--- src/rtl/seq_alu.sv ---
// Registered multi-cycle word ALU: AND/OR/ADD/SUB/SLT/NOR, plus optional shift-add MUL (SEQ_ALU_MUL_EN).
// Latency: 1 cycle after accept for logic/arith/illegal ops, WIDTH cycles for MUL; done_o pulses once.
// Backpressure: start_i is only sampled in IDLE (busy_o=0); requests while busy are dropped, not queued.
module seq_alu #(
    parameter int WIDTH = 32
) (
    input  logic             clk_i,
    input  logic             rst_i,
    input  logic             start_i,
    input  logic [3:0]       op_i,
    input  logic [WIDTH-1:0] src1_i,
    input  logic [WIDTH-1:0] src2_i,
    output logic             busy_o,
    output logic             done_o,
    output logic [WIDTH-1:0] result_o,
    output logic [WIDTH-1:0] hi_o,
    output logic             zero_o,
    output logic             cout_o,
    output logic             overflow_o,
    output logic             err_o
);

    localparam logic [1:0] S_IDLE = 2'd0;
    localparam logic [1:0] S_EXEC = 2'd1;
    localparam logic [1:0] S_DONE = 2'd3;

    localparam logic [3:0] OP_AND = 4'b0000;
    localparam logic [3:0] OP_OR  = 4'b0001;
    localparam logic [3:0] OP_ADD = 4'b0010;
    localparam logic [3:0] OP_SUB = 4'b0110;
    localparam logic [3:0] OP_SLT = 4'b0111;
    localparam logic [3:0] OP_NOR = 4'b1100;

`ifdef SEQ_ALU_MUL_EN
    localparam logic [1:0] S_MUL  = 2'd2;
    localparam logic [3:0] OP_MUL = 4'b1000;
    localparam int         CW     = $clog2(WIDTH) + 1;
`endif

    logic [1:0]       state;
    logic [3:0]       op_q;
    logic [WIDTH-1:0] a_q;
    logic [WIDTH-1:0] b_q;

    logic             is_sub;
    logic [WIDTH-1:0] b_eff;
    logic [WIDTH:0]   sum;
    logic             add_ovf;
    logic [WIDTH-1:0] ex_res;
    logic             ex_cout;
    logic             ex_ovf;
    logic             ex_err;
    logic             start_mul;

    // SUB and SLT share the adder as A + ~B + 1; SLT uses sign XOR overflow so it holds at the extremes.
    always_comb begin
        is_sub  = (op_q == OP_SUB) || (op_q == OP_SLT);
        b_eff   = is_sub ? ~b_q : b_q;
        sum     = {1'b0, a_q} + {1'b0, b_eff} + {{WIDTH{1'b0}}, is_sub};
        add_ovf = (a_q[WIDTH-1] == b_eff[WIDTH-1]) && (sum[WIDTH-1] != a_q[WIDTH-1]);
        ex_res  = '0;
        ex_cout = 1'b0;
        ex_ovf  = 1'b0;
        ex_err  = 1'b0;
        case (op_q)
            OP_AND: ex_res = a_q & b_q;
            OP_OR:  ex_res = a_q | b_q;
            OP_NOR: ex_res = ~(a_q | b_q);
            OP_ADD, OP_SUB: begin
                ex_res  = sum[WIDTH-1:0];
                ex_cout = sum[WIDTH];
                ex_ovf  = add_ovf;
            end
            OP_SLT: begin
                ex_res  = {{(WIDTH-1){1'b0}}, sum[WIDTH-1] ^ add_ovf};
                ex_cout = sum[WIDTH];
            end
            default: ex_err = 1'b1;
        endcase
    end

`ifdef SEQ_ALU_MUL_EN
    logic [WIDTH-1:0] hi_q;
    logic [WIDTH-1:0] mul_acc;
    logic [WIDTH-1:0] mul_lo;
    logic [CW-1:0]    mul_cnt;
    logic [WIDTH:0]   mul_sum;
    logic [WIDTH-1:0] mul_acc_nxt;
    logic [WIDTH-1:0] mul_lo_nxt;

    // One shift-add step: conditionally add A into the high half, then shift {carry, acc, lo} right.
    always_comb begin
        mul_sum                   = {1'b0, mul_acc} + (mul_lo[0] ? {1'b0, a_q} : {(WIDTH+1){1'b0}});
        {mul_acc_nxt, mul_lo_nxt} = {mul_sum, mul_lo[WIDTH-1:1]};
    end

    assign start_mul = (op_i == OP_MUL);
    assign hi_o      = hi_q;
`else
    assign start_mul = 1'b0;
    assign hi_o      = '0;
`endif

    always_ff @(posedge clk_i or negedge rst_i) begin
        if (!rst_i) begin
            state      <= S_IDLE;
            op_q       <= '0;
            a_q        <= '0;
            b_q        <= '0;
            busy_o     <= 1'b0;
            done_o     <= 1'b0;
            result_o   <= '0;
            zero_o     <= 1'b0;
            cout_o     <= 1'b0;
            overflow_o <= 1'b0;
            err_o      <= 1'b0;
`ifdef SEQ_ALU_MUL_EN
            hi_q       <= '0;
            mul_acc    <= '0;
            mul_lo     <= '0;
            mul_cnt    <= '0;
`endif
        end else begin
            case (state)
                S_IDLE: begin
                    if (start_i) begin
                        op_q   <= op_i;
                        a_q    <= src1_i;
                        b_q    <= src2_i;
                        busy_o <= 1'b1;
`ifdef SEQ_ALU_MUL_EN
                        mul_acc <= '0;
                        mul_lo  <= src2_i;
                        mul_cnt <= '0;
                        state   <= start_mul ? S_MUL : S_EXEC;
`else
                        state   <= start_mul ? S_DONE : S_EXEC;
`endif
                    end
                end
                S_EXEC: begin
                    result_o   <= ex_res;
                    zero_o     <= (ex_res == '0);
                    cout_o     <= ex_cout;
                    overflow_o <= ex_ovf;
                    err_o      <= ex_err;
`ifdef SEQ_ALU_MUL_EN
                    hi_q       <= '0;
`endif
                    done_o     <= 1'b1;
                    state      <= S_DONE;
                end
`ifdef SEQ_ALU_MUL_EN
                S_MUL: begin
                    mul_acc <= mul_acc_nxt;
                    mul_lo  <= mul_lo_nxt;
                    mul_cnt <= mul_cnt + 1'b1;
                    if (mul_cnt == CW'(WIDTH - 1)) begin
                        result_o   <= mul_lo_nxt;
                        hi_q       <= mul_acc_nxt;
                        zero_o     <= 1'b0;
                        cout_o     <= 1'b0;
                        overflow_o <= 1'b0;
                        err_o      <= 1'b0;
                        done_o     <= 1'b1;
                        state      <= S_DONE;
                    end
                end
`endif
                S_DONE: begin
                    done_o <= 1'b0;
                    busy_o <= 1'b0;
                    state  <= S_IDLE;
                end
                default: state <= S_IDLE;
            endcase
        end
    end

endmodule

--- config.mk ---
export PLATFORM = sky130hd
export DESIGN_NAME = seq_alu
export DESIGN_NICKNAME = d
export VERILOG_FILES = /design/src/rtl/seq_alu.sv
export SDC_FILE = /design/constraint.sdc
export NUM_CORES = 1
export LEC_CHECK = 0
export ABC_AREA = 1
export BUFFER_PORTS_ARGS = -buffer_cell sky130_fd_sc_hd__clkbuf_2
export CAP_MARGIN = 25
export CORE_MARGIN = 2
export CORE_UTILIZATION = 57
export CTS_BUF_LIST = sky130_fd_sc_hd__clkbuf_16
export DETAILED_ROUTE_END_ITERATION = 12
export PLACE_DENSITY = 0.8
export SLEW_MARGIN = 10
export SYNTH_ARGS = -nofsm -noshare
export SYNTH_HDL_FRONTEND = slang
export SYNTH_SLANG_ARGS = --single-unit
--- constraint.sdc ---
create_clock -name clk_i -period 3.15 [get_ports clk_i]
set_input_delay 0.4725 -clock clk_i [delete_from_list [all_inputs] [get_ports clk_i]]
set_output_delay 0.4725 -clock clk_i [all_outputs]
set_load 0.02 [all_outputs]
==> impl_metrics.toml, run 1 <==
[floorplanning]
ios = 141
die-area_um2 = 14900
coreArea_um2 = 13800
rows = 43
initial_core_util = 0.577
die_h_um = 122
fp.dieW_um = 122

[timing]
whs_ns = 0.115
tightest_slew_ns = 0.776
setup_viol = 0
fin_skew_ns = 0.00995
max-slew-margin-rel = 0.482
fin_crit_sh = 0.959
layout_min_cycle_time_ns = 3.02
rsz0062_at_grt = "true"
fmax_ghz = 0.331
slew_violations = 0
finalHoldViolCount = 0

[clock_network]
htree_levels = 3
cts_tree = "yes"
clkLatencyLatePin_ns = 0.37
cts_hold_buf = 0
numCtsBuffers = 9
cts_buffer_depth = 2
cts.sinks = 108
clk_pin_slew_ns = 0.08
clockRootBuffer = "clkbuf_16"

[route]
routed_wl_um = 22600
wl_per_cell_um = 15.8
firstDrtPassIters = 5
vias_per_cell = 5.46
drt_iter0_drc = 595
drcViolationCount = 0
antenna_left = 0
num_vias = 7780

[synthesis]
synth_cell_types = 45
avgSynthCellArea_um2 = 7.04
synth_top_area_frac = 0.340
ys_top_cells_by_area = "dfrtp_1 34%, nand2_1 12%, nor2_1 7.4%"
ys_ff_latch = 108
synth-edff-count = 0
synth-main-ff-cell = "dfrtp_1"
netlist_area_um2 = 7950
yosysWarnings = 0
synth-async-reset-ratio = 1.00
syn_inst = 1128
yosysTopAreaCell = "dfrtp_1"
yosysSeqAreaShare = 0.340

[setup_path]
worst-path-max-fanout = 13
r2r.worst_path.cells = 20
critical_path_arrival_ns = 3.33
end_kind = "flop"
worst_setup_path_start_kind = "flop"
required_ns = 3.46
crit_type = "reg -> reg"

[grt]
grt_max_degree = 58
antenna_found_initial = 0
grt_pass1_vias = 7272
gr-usage-all-layers = 0.314
grt_overflow = 0
grt_first_pass_wirelength_um = 36100

[finish]
fill_cells = 1259
multi_input_area_um2 = 4550
drive_gt1_frac = 0.169
seq_area_um2 = 2700
antenna_cells = 0
nNetsFinal = 1349
final_cells = 1426
syn2layout_area_growth_pct = 14.6

[hold_path]
hp-class = "in -> async"

[placement]
finalWeightedCongestion = 0.998
io_buffers = 108
dpl.hpwl_um = 17400
dp.cells = 1407

[status]
status = "finished, final reports clean"

[run]
cap_violations = 0
final cells by class:
type | count | share of cell area
multi-input cells | 851 | 0.500
flip-flops and latches | 108 | 0.297
repair buffers | 135 | 0.0874
inverters | 136 | 0.0561
clock buffers | 9 | 0.0247
well taps | 180 | 0.0247
clock inverters | 7 | 0.0102
path summary, 6_finish.rpt:
check                                    startpoint                        to  slack (ns)
max                             op_q[3]$_DFFE_PN0P_        zero_o$_DFFE_PN0P_        0.13
min                                           rst_i        b_q[4]$_DFFE_PN0P_        0.12
max reg2reg                     op_q[3]$_DFFE_PN0P_        zero_o$_DFFE_PN0P_        0.13
min reg2reg                result_o[24]$_DFFE_PN0P_  result_o[24]$_DFFE_PN0P_        0.49
max in group asynchronous                     rst_i       b_q[22]$_DFFE_PN0P_        2.30
min in group clk_i                        src1_i[6]        a_q[6]$_DFFE_PN0P_        0.33
critical path, stage by stage, from the launching register on:
cell and delay (ns):
dfrtp_1 0.39, inv_2 0.09, nand3_4 0.09, buf_12 0.17, xor2_1 0.16, ha_1 0.34
nand2_1 0.11, buf_4 0.16, nor4_1 0.31, nand2_1 0.14, nand2_2 0.11, nand2_2 0.07
nand2_2 0.08, nand2_1 0.07, nand2_1 0.09, nand2_1 0.13, nor2_1 0.13, nand2_1 0.08
nor2_1 0.09, nand3_1 0.07, nand2_1 0.07
Yosys cell counts (all sizes together) (14+ instances only):
| cell | n |
|---|---|
| a21oi | 83 |
| a31oi | 41 |
| buf | 46 |
| clkbuf | 18 |
| dfrtp | 108 |
| ha | 36 |
| inv | 136 |
| mux2 | 23 |
| nand2 | 256 |
| nand3 | 72 |
| nand4 | 15 |
| nor2 | 158 |
| nor3 | 14 |
| o21ai | 49 |
| xor2 | 31 |
layer usage:
metal,GRT usage,up-vias,wire length (µm),share of wire
met3,0.0487,29,1590,0.071
met4,0.0819,0,377,0.017
met5,0,-,0,0
met1,0.449,3599,10400,0.46
met2,0.497,288,10200,0.45
li1,-,3864,-,-
state kept, by name (all words and copies together) (netlist names):
register    cells
result_o       32
b_q            32
busy_o          1
op_q            4
done_o          1
err_o           1
overflow_o      1
state           2
zero_o          1
cout_o          1
a_q            32
logic make-up after synthesis:
| group | count (synthesis) | synth area share |
|---|---|---|
| other | 1 | 0.000472 |
| buffers and inverters | 200 | 0.113 |
| muxes | 23 | 0.0326 |
| AOI/OAI and AO/OA | 194 | 0.137 |
| adders and majority gates | 37 | 0.0592 |
| and+or+nand+nor | 533 | 0.283 |
| DFF | 108 | 0.340 |
| xor gates and xnor gates | 32 | 0.0353 |
stage by stage:
step	worst slack (ns)	util	setup TNS [ns]	area, µm²
final	0.130	0.661	0	9100
after global routing	-0.0445	0.661	-0.0445	9100
after CTS	0.00731	0.655	0	9020
after detailed placement	0.0414	0.632	0	8700
after global placement	0.0275	0.632	0	8700
after floorplan	0.349	-	0	8060
cells in the final DEF, fill, tap and decap left out, types with 2 or more instances in the layout:
master / count
nand3b_1: 13
nand2_2: 13
nand2_1: 243
a21oi_1: 81
xor2_1: 30
a21o_1: 2
nor2_2: 3
o211ai_1: 2
inv_1: 132
nor3_2: 3
o21bai_1: 2
o311ai_0: 2
nor3_1: 11
nor2_1: 154
a31oi_1: 41
mux2_2: 23
nand4_1: 15
ha_1: 35
dfrtp_1: 107
conb_1: 32
buf_12: 4
buf_4: 24
nand3_4: 2
o21a_1: 5
o21ai_0: 47
a21oi_2: 2
clkbuf_2: 107
o41ai_1: 2
inv_6: 3
o21ai_1: 2
nand3_1: 66
inv_2: 4
clkbuf_16: 9
nand3_2: 4
what timing repair did:
| item | 4_1_cts | 5_1_grt |
|---|---|---|
| setup endpoints to repair | 0 | 1 |
| endpoints found under the hold margin | 0 | 0 |
| resized for setup | 0 | 18 |
| buffers inserted | 0 | 3 |
Power of run 1 is not shown: default switching activity piles up to over one toggle a cycle in this logic, so the estimate is an artifact.
==> inputs of run 2 (changes only) <==
--- a/config.mk
+++ b/config.mk
@@ -13,6 +13,7 @@
 export CTS_BUF_LIST = sky130_fd_sc_hd__clkbuf_16
 export DETAILED_ROUTE_END_ITERATION = 12
 export PLACE_DENSITY = 0.8
+export RECOVER_POWER = 50
 export SLEW_MARGIN = 10
 export SYNTH_ARGS = -nofsm -noshare
 export SYNTH_HDL_FRONTEND = slang
==> run 2 against run 1 <==
Effect of this change: the run now ends with capacitance limit, slew limit left; via count about the same; critical path type unchanged; die area unchanged; first-iteration DRC count up 1.0%; critical endpoint unchanged; maximum frequency down 0.76%; largest cell class unchanged; sequential share of layout area up 0.14 points; non-clock buffer count unchanged.
==> impl_metrics.toml, run 2 (synthesis results as in run 1) <==
[finish]
seq_area_um2 = 2700
multi_input_area_um2 = 4550
final_cell_mix = "243 x nand2_1, 154 x nor2_1, 132 x inv_1, 107 x dfrtp_1, 93 x clkbuf_2"
syn2layout_area_growth_pct = 14.0
nNetsFinal = 1349
fill_cells = 1272
antenna_cells = 0
final_common_cell = "nand2_1"
drive_gt1_frac = 0.156
top_regs = "a_q x32, b_q x32, result_o x32"
design_area_um2 = 9060
fin_util = 0.658

[route]
wl_per_cell_um = 15.8
firstDrtPassIters = 5
drt_iter0_drc = 601
vias_per_cell = 5.46
drcViolationCount = 0
antenna_left = 0
routed_wl_um = 22500
num_vias = 7783

[hold_path]
min-delay-start = "src1_i[26]"
min_path_cells = 2
hp-class = "in -> reg"
holdPathEnd = "a_q[26]$_DFFE_PN0P_"

[floorplanning]
initial_core_util = 0.577
fp.dieW_um = 122
ios = 141
die_h_um = 122
die-area_um2 = 14900
rows = 43
coreArea_um2 = 13800

[setup_path]
worst-path-max-fanout = 21
r2r_slack_ns = 0.11
required_ns = 3.46
timing.rr.end = "zero_o$_DFFE_PN0P_"
r2r.worst_path.cells = 19
critical_path_arrival_ns = 3.35
crit_type = "reg -> reg"
end_kind = "flop"
reg2reg_from = "op_q[3]$_DFFE_PN0P_"
worst_setup_path_start_kind = "flop"

[grt]
grt-busiest-layer = "met2"
grtUsageMet2 = 0.497
grt_pass1_vias = 7272
grt_first_pass_wirelength_um = 36100
grt_max_degree = 58
antenna_found_initial = 0
grt_use_met3 = 0.0487
grt.met1_usage = 0.449
grt_overflow = 0
gr-usage-all-layers = 0.314

[timing]
fin_skew_ns = 0.0104
slew_violations = 38
whs_ns = 0.325
layout_min_cycle_time_ns = 3.04
setup_viol = 0
fmax_ghz = 0.329
tightest_slew_ns = 1.73
finalHoldViolCount = 0
fin_crit_sh = 0.966
max-slew-margin-rel = -0.155
rsz0062_at_grt = "true"

[placement]
finalWeightedCongestion = 0.998
io_buffers = 108
dpl.hpwl_um = 17400
place_area_um2 = 8700

[clock_network]
htree_levels = 3
clk_pin_slew_ns = 0.08
cts_hold_buf = 0
numCtsBuffers = 9
clkLatencyLatePin_ns = 0.37
cts_tree = "yes"
cts.sinks = 108
cts_buffer_depth = 2
clockRootBuffer = "clkbuf_16"

[status]
status = "finished, violations left"
violations = "capacitance limit, slew limit"

[run]
cap_violations = 1
-- run 2: changes by cell type in the layout (fill, tap and decap cells not counted) --
cell,previous run,this run
clkbuf_2,107,93
buf_4,24,22
clkbuf_1,0,17
buf_12,4,3
-- run 2: layout make-up --
| type | count | area share |
|---|---|---|
| Clock buffer | 9 | 0.0249 |
| Clock inverter | 7 | 0.0102 |
| Inverter | 136 | 0.0563 |
| Multi-Input combinational cell | 851 | 0.502 |
| Sequential cell | 108 | 0.298 |
| Tap cell | 180 | 0.0249 |
| Timing Repair Buffer | 135 | 0.0833 |
-- run 2: layer usage --
metal,vias to the layer above,share of wire
met3,29,0.071
met5,-,0
met4,0,0.016
met2,303,0.45
li1,3868,-
met1,3583,0.46
-- run 2: worst max-delay path: stages, from the launching register on --
cell and delay [ns]:
dfrtp_1 0.39, inv_2 0.09, nand3_4 0.09, buf_12 0.18, xor2_1 0.16, ha_1 0.44
a21oi_1 0.12, o21ai_0 0.33, nand2_1 0.08, o311ai_0 0.11, nor2_1 0.11, nand2_2 0.10
nand2_1 0.07, nand2_1 0.11, nand2_1 0.14, nor2_1 0.13, nand2_1 0.08, nor2_1 0.09
nand3_1 0.07, nand2_1 0.07
-- run 2: worst max path at each step --
stage	from	end	cells after the start
final	op_q[3]$_DFFE_PN0P_	zero_o$_DFFE_PN0P_	19
after global routing	op_q[2]$_DFFE_PN0P_	zero_o$_DFFE_PN0P_	19
after CTS	op_q[2]$_DFFE_PN0P_	zero_o$_DFFE_PN0P_	21
after detailed placement	op_q[2]$_DFFE_PN0P_	zero_o$_DFFE_PN0P_	21
after global placement	op_q[3]$_DFFE_PN0P_	zero_o$_DFFE_PN0P_	22
after floorplan	op_q[2]$_DFFE_PN0P_	zero_o$_DFFE_PN0P_	20
-- run 2: per-stage QoR --
stage                     setup TNS [ns]  cells  worst slack (ns)
after global routing             -0.0445   1426           -0.0445
final                                  0   1426             0.107
after CTS                              0   1423           0.00731
after floorplan                        0   1159             0.349
after global placement                 0   1407            0.0275
after detailed placement               0   1407            0.0414
-- run 2: what timing repair did --
item	4_1_cts	5_1_grt
endpoints found under the setup margin	0	1
setup buffers	0	3
endpoints found under the hold margin	0	0
resized for setup	0	18
Power of run 2 is left out for the same reason.
==> inputs of run 3 (changes only) <==
--- a/config.mk
+++ b/config.mk
@@ -12,9 +12,11 @@
 export CORE_UTILIZATION = 57
 export CTS_BUF_LIST = sky130_fd_sc_hd__clkbuf_16
 export DETAILED_ROUTE_END_ITERATION = 12
+export GPL_TIMING_DRIVEN = 0
 export PLACE_DENSITY = 0.8
 export RECOVER_POWER = 50
 export SLEW_MARGIN = 10
 export SYNTH_ARGS = -nofsm -noshare
 export SYNTH_HDL_FRONTEND = slang
 export SYNTH_SLANG_ARGS = --single-unit
+export TNS_END_PERCENT = 5
==> run 3 against run 2 <==
Effect of this change: the flow finishes with violations (capacitance limit, slew limit, setup timing); count of clock-buffer cells in the layout did not move; global-route usage rose by 6.3 points; die area stayed put; first-iteration DRC count rose by 11%.
==> impl_metrics.toml, run 3 (synthesis results as in run 1) <==
[status]
status = "finished, violations left"
violations = "capacitance limit, slew limit, setup timing"

[timing]
tightest_slew_ns = 2.48
rsz0062_at_grt = "true"
setup_tns_ns = -0.0824
fin_crit_sh = 1.03
setup_ws_ns = -0.0824
max-slew-margin-rel = -0.656
slew_violations = 52
setup_viol = 1
layout_min_cycle_time_ns = 3.23
whs_ns = 0.329
finalHoldViolCount = 0
fin_skew_ns = 0.0112
fmax_ghz = 0.309

[placement]
place_ws_ns = -0.760
dpl.hpwl_um = 20500
io_buffers = 108
finalWeightedCongestion = 1.01

[finish]
antenna_cells = 0
multi_input_area_um2 = 5240
final_common_cell = "nand2_1"
fill_cells = 1083
nNetsFinal = 1423
final_cell_mix = "200 x nand2_1, 130 x nor2_1, 120 x inv_1, 107 x dfrtp_1, 90 x clkbuf_2"
fin_util = 0.748
seq_area_um2 = 2700
drive_gt1_frac = 0.292
syn2layout_area_growth_pct = 29.6
top_regs = "a_q x32, b_q x32, result_o x32"

[setup_path]
r2r.worst_path.cells = 20
reg2reg_from = "op_q[3]$_DFFE_PN0P_"
required_ns = 3.45
crit_buf_inv = 3
cpPeakStageDelay_ns = 0.46
crit_family = "simple AND/OR/NAND/NOR gates"
critical_path_arrival_ns = 3.53
crit_type = "reg -> reg"
r2r_slack_ns = -0.08
worst-path-max-fanout = 8
end_kind = "flop"
worst_setup_path_start_kind = "flop"
crit_start = "op_q[3]$_DFFE_PN0P_"
cpMostUsedCell = "nand2_2"
cp_slowest_cell = "fa_1"
path_cells = "inv_2 -> nand3_4 -> buf_4 -> xor2_2 -> fa_1 -> inv_2 -> nand3_1 -> nand2_1 -> nand2_2 -> nand3_4 -> nand2_2 -> nand3_2 -> nand4_1 -> nor2_4 -> nand2_2 -> nor2_1 -> nand3_1 -> nor2_2 -> nand3_2 -> nand2_1"
timing.rr.end = "zero_o$_DFFE_PN0P_"

[route]
routed_wl_um = 28500
firstDrtPassIters = 7
wl_per_cell_um = 19.0
antenna_left = 0
drcViolationCount = 0
vias_per_cell = 5.72
drt_iter0_drc = 666
num_vias = 8578

[grt]
grt_pass1_vias = 7802
gr-usage-all-layers = 0.376
antenna_found_initial = 0
grt_overflow = 0
grt_max_degree = 58
grt_first_pass_wirelength_um = 41700

[clock_network]
numCtsBuffers = 9
clockRootBuffer = "clkbuf_16"
cts_buffer_depth = 2
clkLatencyLatePin_ns = 0.37
htree_levels = 3
cts_tree = "yes"
cts.sinks = 108
clk_pin_slew_ns = 0.08

[floorplanning]
fp.dieW_um = 122
initial_core_util = 0.577
coreArea_um2 = 13800
rows = 43
die-area_um2 = 14900
die_h_um = 122
ios = 141

[hold_path]
hp-class = "in -> reg"
min-delay-start = "src1_i[6]"
min_path_cells = 2
holdPathEnd = "a_q[6]$_DFFE_PN0P_"

[run]
cap_violations = 1
==> run 3: timing repair <==
item | CTS | global route
gates resized for setup | 68 | 169
hold buffers | 0 | 0
gates cloned | 3 | 0
pin swaps | 13 | 67
setup buffers | 17 | 18
endpoints found under the setup margin | 27 | 3
==> run 3: area by class of cell <==
class,count,share of cell area
multi-input combinational,851,0.508
buffer,63,0.0401
clock buffer,9,0.0219
tap,180,0.0219
clock inverter,7,0.00802
sequential,108,0.263
timing repair buffer,146,0.0877
inverter,136,0.0496
==> run 3: worst max path at each step <==
stage / to / slack, ns / cells after the start
floorplan: zero_o$_DFFE_PN0P_ / 0.35 / 20
CTS: zero_o$_DFFE_PN0P_ / 0.003 / 20
finish: zero_o$_DFFE_PN0P_ / -0.08 / 20
detailed placement: zero_o$_DFFE_PN0P_ / -0.76 / 20
global route: zero_o$_DFFE_PN0P_ / -0.20 / 20
global placement: zero_o$_DFFE_PN0P_ / -0.75 / 20
==> run 3: per-stage QoR <==
step | cells | instance area, µm²
floorplan | 1159 | 8060
global placement | 1447 | 8830
detailed placement | 1448 | 8860
CTS | 1484 | 9570
global route | 1500 | 10300
finish | 1500 | 10300
==> run 3: layer usage <==
metal  part of all wire  GRT usage  wire [µm]
met1               0.43      0.525      12200
met2               0.44      0.579      12700
met3              0.090     0.0674       2560
met4              0.041      0.153       1170
met5                  0          0          0
Power of run 3 is left out for the same reason.
